--- src/rtl/serializer_link_sequencer.sv ---
// Purpose: brings up and supervises the TMDS serializer (lock qualify, reset hold, CTL0 training, live video).
// Latency: outputs registered from next state; video passes tmds_video -> tmds_internal in 1 cycle while in RUN.
// Backpressure: none; the serializer consumes one word per channel every pixel clock.
module serializer_link_sequencer #(
   parameter int NUM_CHANNELS      = 3,
   parameter int LOCK_FILTER       = 8,
   parameter int RESET_HOLD_CYCLES = 16,
   parameter int TRAIN_CYCLES      = 1024
) (
   input  logic                         clk_pixel,
   input  logic                         reset,
   input  logic                         pll_locked,
   input  logic                         enable,
   input  logic                         retrain,
   input  logic [NUM_CHANNELS-1:0][9:0] tmds_video,
   output logic [NUM_CHANNELS-1:0][9:0] tmds_internal,
   output logic                         serializer_reset,
   output logic                         link_up,
   output logic [1:0]                   link_state
);

   typedef enum logic [1:0] {
      ST_IDLE  = 2'd0,
      ST_HOLD  = 2'd1,
      ST_TRAIN = 2'd2,
      ST_RUN   = 2'd3
   } state_t;

   localparam int LW        = $clog2(LOCK_FILTER + 1);
   localparam int PHASE_MAX = (RESET_HOLD_CYCLES > TRAIN_CYCLES) ? RESET_HOLD_CYCLES : TRAIN_CYCLES;
   localparam int PW        = $clog2(PHASE_MAX + 1);

   localparam logic [LW-1:0] LOCK_MAX   = LW'(LOCK_FILTER);
   localparam logic [PW-1:0] HOLD_LAST  = PW'(RESET_HOLD_CYCLES - 1);
   localparam logic [PW-1:0] TRAIN_LAST = PW'(TRAIN_CYCLES - 1);
   localparam logic [9:0]    CTL0       = 10'b1101010100;

   logic                         lock_meta;
   logic                         locked_sync;
   logic [LW-1:0]                lock_cnt;
   logic                         lock_ok;
   state_t                       state, state_nxt;
   logic [PW-1:0]                phase_cnt, phase_nxt;
   logic [NUM_CHANNELS-1:0][9:0] tmds_nxt;
   logic                         ser_rst_nxt;
   logic                         link_up_nxt;

   // Two-flop synchronizer for the PLL lock, the only asynchronous input.
   always_ff @(posedge clk_pixel) begin
      if (reset) begin
         lock_meta   <= 1'b0;
         locked_sync <= 1'b0;
      end else begin
         lock_meta   <= pll_locked;
         locked_sync <= lock_meta;
      end
   end

   // Lock filter: count consecutive synchronized lock cycles, saturating; any drop restarts it.
   always_ff @(posedge clk_pixel) begin
      if (reset || !locked_sync) begin
         lock_cnt <= '0;
      end else if (lock_cnt != LOCK_MAX) begin
         lock_cnt <= lock_cnt + LW'(1);
      end
   end

   assign lock_ok = (lock_cnt == LOCK_MAX);

   // Next state, phase counter and next output values; overrides applied lowest priority first.
   always_comb begin
      state_nxt   = state;
      phase_nxt   = phase_cnt;
      tmds_nxt    = '0;
      ser_rst_nxt = 1'b1;
      link_up_nxt = 1'b0;

      case (state)
         ST_IDLE: begin
            if (lock_ok && enable) begin
               state_nxt = ST_HOLD;
               phase_nxt = '0;
            end
         end
         ST_HOLD: begin
            if (phase_cnt == HOLD_LAST) begin
               state_nxt = ST_TRAIN;
               phase_nxt = '0;
            end else begin
               phase_nxt = phase_cnt + PW'(1);
            end
         end
         ST_TRAIN: begin
            if (phase_cnt == TRAIN_LAST) begin
               state_nxt = ST_RUN;
               phase_nxt = '0;
            end else begin
               phase_nxt = phase_cnt + PW'(1);
            end
         end
         ST_RUN: begin
            state_nxt = ST_RUN;
         end
         default: begin
            state_nxt = ST_IDLE;
            phase_nxt = '0;
         end
      endcase

      // A retrain re-enters HOLD from any active state with a fresh count.
      if (retrain && (state != ST_IDLE)) begin
         state_nxt = ST_HOLD;
         phase_nxt = '0;
      end

      // Losing lock or enable always wins over retrain.
      if (!locked_sync || !enable) begin
         state_nxt = ST_IDLE;
         phase_nxt = '0;
      end

      case (state_nxt)
         ST_TRAIN: begin
            ser_rst_nxt = 1'b0;
            tmds_nxt    = {NUM_CHANNELS{CTL0}};
         end
         ST_RUN: begin
            ser_rst_nxt = 1'b0;
            tmds_nxt    = tmds_video;
            link_up_nxt = 1'b1;
         end
         default: begin
            ser_rst_nxt = 1'b1;
            tmds_nxt    = '0;
         end
      endcase
   end

   // State, phase counter and registered outputs all update on the same edge.
   always_ff @(posedge clk_pixel) begin
      if (reset) begin
         state            <= ST_IDLE;
         phase_cnt        <= '0;
         tmds_internal    <= '0;
         serializer_reset <= 1'b1;
         link_up          <= 1'b0;
      end else begin
         state            <= state_nxt;
         phase_cnt        <= phase_nxt;
         tmds_internal    <= tmds_nxt;
         serializer_reset <= ser_rst_nxt;
         link_up          <= link_up_nxt;
      end
   end

   assign link_state = state;

endmodule

--- config.mk ---
export PLATFORM = sky130hd
export DESIGN_NAME = serializer_link_sequencer
export DESIGN_NICKNAME = d
export VERILOG_FILES = /design/src/rtl/serializer_link_sequencer.sv
export SDC_FILE = /design/constraint.sdc
export NUM_CORES = 1
export LEC_CHECK = 0
export CORE_AREA = 3 3 74 76
export DETAILED_ROUTE_END_ITERATION = 7
export DIE_AREA = 0 0 77 79
export HOLD_SLACK_MARGIN = 0.05
export PLACE_DENSITY = 0.77
export SLEW_MARGIN = 20
export SYNTH_ARGS = -nofsm -noshare
export SYNTH_HDL_FRONTEND = slang
export SYNTH_SLANG_ARGS = --single-unit
--- constraint.sdc ---
create_clock -name clk_pixel -period 3.2 [get_ports clk_pixel]
set_input_delay 0.64 -clock clk_pixel [delete_from_list [all_inputs] [get_ports clk_pixel]]
set_output_delay 0.64 -clock clk_pixel [all_outputs]
set_load 0.03 [all_outputs]
==> reports/results.ini, run 1 <==
[timing]
fin_crit_sh_pct=77.8
max_slew_margin_pct=50.2
fmax_ghz=0.402
finalCriticalPeriod_ns=2.49
slew_violations=0
skew_ns=0.00925
finalSetupViolations=0
hold_violations=0
fin_setup_tns_ns=0
tightest_slew_ns=0.740
rsz0062_at_grt=false

[worst_setup_path]
r2r_cells=6
critical_path.startpoint=link_state[0]$_SDFF_PP0_
reg2reg_slack_ns=0.71
critPathCaptureType=register
timing.critical_path.to=phase_cnt[3]$_SDFFE_PP0P_
slowest_delay_ns=0.74
cp-start-kind=register
cp_max_fo=9
path_cells=inv_1 > ha_1 > nor2b_1 > or4b_2 > a211oi_2 > a311o_1
worstReg2RegEnd=phase_cnt[3]$_SDFFE_PP0P_
worstPathRequired_ns=3.45
rr_startpoint=link_state[0]$_SDFF_PP0_
crit_type=register to register
cp_slowest_cell=or4b_2
arrival_ns=2.74

[run_status]
status=completed

[clocking]
h-tree-depth=2
cts-hold-fix-buffers=0
ctsResizeCount=0
clk_latency_ns=0.30
cts.sinks=51
clkTransAtPathRegs_ns=0.09
postCtsSetupRepairBufs=0
cts_tree=yes
cts_buffers=5
cts.path.max_buffers=2
cts_root_buf=clkbuf_8

[power_and_ir_drop]
seqPwrFrac_pct=55.9
power_mw=1.14
p_comb_share_pct=4.9
vdd_drop_max_v=0.000254
p_clk_share_pct=39.2
power.leakage_nw=1.20
p_sw_share_pct=19.8
powerDensity_nw_per_um2=373
intPower_uw=913
switchingPower_uw=225

[grt]
grt_remaining_overflow=0
track_usage_pct=16.3
grt_pass1_wl_um=7940
antenna_found_initial=0
grt_max_degree=34
grt_pass1_vias=1750

[drt]
detail_route.vias_per_cell=5.03
drtAntennaViolNets=0
wl_um=4720
wl_met2_um=2070
wl_per_cell_um=12.8
drt_pass1_iterations=4
drtIter0Drc=61
highest_layer=met4
drc_errors=0
wl_met1_um=1910
wl_met3_um=660
vias=1851

[logic_synthesis]
syn_area_sq_um=2210
syn-mean-instance-area_sq_um=9.55
async_flop_share_pct=0
post-synth-top-area-cell=dfxtp_1
synth_area_leaders=dfxtp_1, inv_1, nor3_1, ha_1, a21oi_2
synth_ff_type=dfxtp_1
netlist.area_leader.share_pct=46.3
postSynthCellCount=231
yosys_register_bits=51
ys_types=51
seq_area_frac_synth_pct=46.3
yosys_warnings=0
synth_edf_count=0
synth_nets=274

[place]
routabilityCongestion=0.811
port_buffers=68
placed_area_sq_um=2940
dpl.cell_count=360
hpwl_um=3550

[layout]
fin_nets=343
area_growth_pct=38.5
fin_area_sq_um=3050
mostFrequentLayoutCells=clkdlybuf4s50_1, dfxtp_1, inv_1
final_layout_size_suffix_gt1_share_pct=10.6
final_cells=368
final_common_cell=clkdlybuf4s50_1
antenna_cells=0

[die]
rows=25
die_h_um=79
die_area_sq_um=6080
ioPinCount=69
start_util_pct=46.1
core-area_sq_um=4790
die_w_um=77

[hold_path]
hold_path.class=register to register

[flow_run]
cap_violations=0

-- power by group through the flow --
stage	clock [mW]	combinational, mW	sequential (mW)
floorplan	0	0.0129	0.651
global placement	0	0.0554	0.651
detailed placement	0	0.0564	0.651
CTS	0.457	0.0566	0.636
global route	0.480	0.0620	0.637
finish	0.446	0.0561	0.636
-- registers in the layout, summed over array words and instances, names as in the netlist --
| register | cells |
|---|---|
| locked_sync | 1 |
| lock_cnt | 4 |
| link_state | 2 |
| link_up | 1 |
| lock_meta | 1 |
| serializer_reset | 1 |
| tmds_internal | 30 |
| phase_cnt | 11 |
-- critical path: cells and delay by family, from the launching register on --
kind            cells  cell delay [ns]
flops               1             0.38
simple gates        2             0.83
fa+ha+maj           1             0.33
buf+inv             1             0.12
compound gates      2             0.77
-- cells in the mapped netlist, types with 2 or more instances --
master     count
a2111oi_0      3
a211o_1        2
a211oi_1       3
a21oi_1        5
a21oi_2       10
a221o_1        2
a22oi_1        2
a311o_1        2
and3_1         2
clkbuf_1       6
dfxtp_1       51
ha_1           8
inv_1         40
mux2_2         2
mux2i_1        2
nand2_1        6
nand2b_1       3
nand3_1        3
nand4_1        2
nand4b_1       2
nor2_1         9
nor2b_1        3
nor3_1        23
o2111ai_1      2
o21a_1         2
o21ai_0        2
o31ai_1        5
or2_2          2
or3_1          2
or4_1          3
xnor2_1        2
-- routing by layer --
| metal | vias to the layer above | GRT usage (%) |
|---|---|---|
| li1 | 943 | - |
| met1 | 829 | 18.2 |
| met2 | 70 | 25.9 |
| met5 | - | 0 |
| met4 | 0 | 4.80 |
| met3 | 9 | 9.86 |
-- metrics by stage --
stage	utilization [%]	worst slack (ns)	hold WS (ns)
final	63.8	0.712	0.453
after global routing	63.8	0.540	0.482
after CTS	63.8	0.698	0.463
after detailed placement	61.5	0.407	0.439
after global placement	61.5	0.420	0.420
after floorplan	-	0.718	0.414
-- logic make-up after synthesis --
logic type	Yosys count	synth area share, %
buf+inv	49	9.07
compound gates	49	20.0
fa+ha+maj	8	4.54
flops	51	46.3
simple gates	67	17.0
xor+xnor	3	1.19
mux	4	1.93
-- worst min path at each step --
stage,startpoint,end,slack (ns),cells past startpoint
6_report,lock_meta$_SDFF_PP0_,locked_sync$_SDFF_PP0_,0.45,1
3_5_place_dp,lock_meta$_SDFF_PP0_,locked_sync$_SDFF_PP0_,0.44,1
5_1_grt,lock_meta$_SDFF_PP0_,locked_sync$_SDFF_PP0_,0.48,1
3_3_place_gp,lock_meta$_SDFF_PP0_,locked_sync$_SDFF_PP0_,0.42,1
2_1_floorplan,lock_meta$_SDFF_PP0_,locked_sync$_SDFF_PP0_,0.41,1
4_1_cts,lock_meta$_SDFF_PP0_,locked_sync$_SDFF_PP0_,0.46,1
-- layout make-up --
cell class	count	area (sq um)
Inverter	40	150
Timing Repair Buffer	71	703
Fill cell	381	1730
Clock buffer	6	72.6
Tap cell	67	83.8
Multi-Input combinational cell	131	985
Clock inverter	2	38.8
Sequential cell	51	1020
(Power assumes the default switching activity.)
==> run 2, diff against run 1 <==
- clock period: 3.2 -> 2.6 ns (I/O delays scaled with it)
==> run 2 against run 1 <==
  * Register-to-register slack got worse by 0.56 ns
  * Combinational power rose by 26%
  * Fmax rose by 1.8%
  * Sequential power rose by 23%
==> reports/results.ini, run 2 (same netlist as run 1, synthesis figures left out) <==
[clocking]
cts-hold-fix-buffers=0
cts_root_buf=clkbuf_8
clk_latency_ns=0.30
ctsResizeCount=0
cts_tree=yes
clkTransAtPathRegs_ns=0.09
cts.sinks=51
h-tree-depth=2
postCtsSetupRepairBufs=0
cts_buffers=5
cts.path.max_buffers=2

[drt]
wl_um=4970
wl_per_cell_um=13.3
drt_pass1_iterations=4
vias=1846
detail_route.vias_per_cell=4.95
drtAntennaViolNets=0
drtIter0Drc=83
drc_errors=0

[power_and_ir_drop]
intPower_mw=1.02
power.leakage_nw=1.21
seqPwrFrac_pct=60.2
p_comb_share_pct=5.4
powerDensity_nw_per_um2=424
vdd_drop_max_v=0.000355
p_clk_share_pct=34.4
p_sw_share_pct=21.4
switchingPower_uw=278

[worst_setup_path]
crit_type=register to register
cp-start-kind=register
worstReg2RegEnd=phase_cnt[5]$_SDFFE_PP0P_
r2r_cells=6
reg2reg_slack_ns=0.15
cp_max_fo=9
arrival_ns=2.69
worstPathRequired_ns=2.84
critPathCaptureType=register
rr_startpoint=link_state[0]$_SDFF_PP0_

[layout]
antenna_cells=0
final_layout_size_suffix_gt1_share_pct=12.1
postLayoutCoreUtil_pct=64.1
final_common_cell=clkdlybuf4s50_1
area_growth_pct=39.0
largest_reg_flops=30
mostFrequentLayoutCells=clkdlybuf4s50_1, dfxtp_1, inv_1
fin_nets=348
largestRegisters=tmds_internal x30, phase_cnt x11, lock_cnt x4
regMostFlops=tmds_internal

[grt]
grt_remaining_overflow=0
track_usage_pct=17.4
antenna_found_initial=0
grt_pass1_wl_um=8550
grt_max_degree=34
grt_pass1_vias=1882

[die]
die_h_um=79
start_util_pct=46.1
die_w_um=77
core-area_sq_um=4790
rows=25
die_area_sq_um=6080
ioPinCount=69

[timing]
fin_setup_tns_ns=0
tightest_slew_ns=0.630
finalCriticalPeriod_ns=2.45
slew_violations=0
skew_ns=0.00676
fin_crit_sh_pct=94.0
max_slew_margin_pct=56.8
hold_violations=0
finalSetupViolations=0
fin_ws_ns=0.155
rsz0062_at_grt=false
fmax_ghz=0.409

[hold_path]
whs_path_depth=1
hold_path.class=register to register
worstHoldStart=lock_meta$_SDFF_PP0_
worstHoldEndpoint=locked_sync$_SDFF_PP0_

[run_status]
status=completed

[place]
hpwl_um=3710
port_buffers=68
dp_slack_ns=0.0617
routabilityCongestion=0.837

[flow_run]
cap_violations=0

-- run 2: changes by cell type in the layout (fill, tap and decap cells not counted) --
cell	previous run	this run
buf_4	3	8
clkinvlp_4	0	1
clkinv_2	0	1
bufinv_16	1	0
inv_6	1	0
-- run 2: power groups by stage --
| stage | Combinational, mW | Clock, mW | Sequential (mW) |
|---|---|---|---|
| 4_1_cts | 0.0712 | 0.463 | 0.783 |
| 3_3_place_gp | 0.0696 | 0 | 0.801 |
| 5_1_grt | 0.0775 | 0.497 | 0.784 |
| 3_5_place_dp | 0.0711 | 0 | 0.802 |
| 2_1_floorplan | 0.0159 | 0 | 0.801 |
| 6_report | 0.0706 | 0.447 | 0.783 |
-- run 2: worst max path at each step --
stage | start | cells past startpoint | slack [ns] | end
2_1_floorplan | link_state[0]$_SDFF_PP0_ | 6 | 0.12 | phase_cnt[3]$_SDFFE_PP0P_
3_3_place_gp | enable | 6 | 0.14 | phase_cnt[2]$_SDFFE_PP0P_
3_5_place_dp | enable | 5 | 0.06 | phase_cnt[5]$_SDFFE_PP0P_
4_1_cts | link_state[0]$_SDFF_PP0_ | 5 | 0.19 | phase_cnt[5]$_SDFFE_PP0P_
5_1_grt | link_state[0]$_SDFF_PP0_ | 6 | 0.02 | phase_cnt[5]$_SDFFE_PP0P_
6_report | link_state[0]$_SDFF_PP0_ | 6 | 0.15 | phase_cnt[5]$_SDFFE_PP0P_
-- run 2: metal layers --
layer | vias to the layer above | GRT usage, % | part of all wire [%] | wire length [um]
met1 | 823 | 19.5 | 40 | 2000
met5 | - | 0 | 0 | 0
met3 | 8 | 9.41 | 13 | 635
met2 | 64 | 28.5 | 46 | 2260
li1 | 951 | - | - | -
met4 | 0 | 5.69 | 1.3 | 64
-- run 2: final cells by class --
cell class                 instances  area [sq um]
multi-input combinational        131           985
sequential                        51          1020
clock inverter                     2          12.5
timing repair buffer              76           741
tap                               67          83.8
fill                             384          1720
clock buffer                       6          72.6
inverter                          40           150
-- run 2: critical path, stage by stage, from the launching register on --
cell and delay [ns]:
dfxtp_1 0.38, inv_1 0.13, ha_1 0.35, nor2b_1 0.10
or4b_2 0.75, a2111oi_0 0.51, a211o_1 0.16
-- run 2: through the flow --
| stage | hold slack [ns] | std cells | instance area [sq um] | power [mW] |
|---|---|---|---|---|
| 3_5_place_dp | 0.448 | 365 | 2980 | 0.873 |
| 4_1_cts | 0.457 | 373 | 3070 | 1.32 |
| 2_1_floorplan | 0.414 | 231 | 2210 | 0.817 |
| 3_3_place_gp | 0.421 | 365 | 2980 | 0.871 |
| 5_1_grt | 0.471 | 373 | 3070 | 1.36 |
| 6_report | 0.453 | 373 | 3070 | 1.30 |
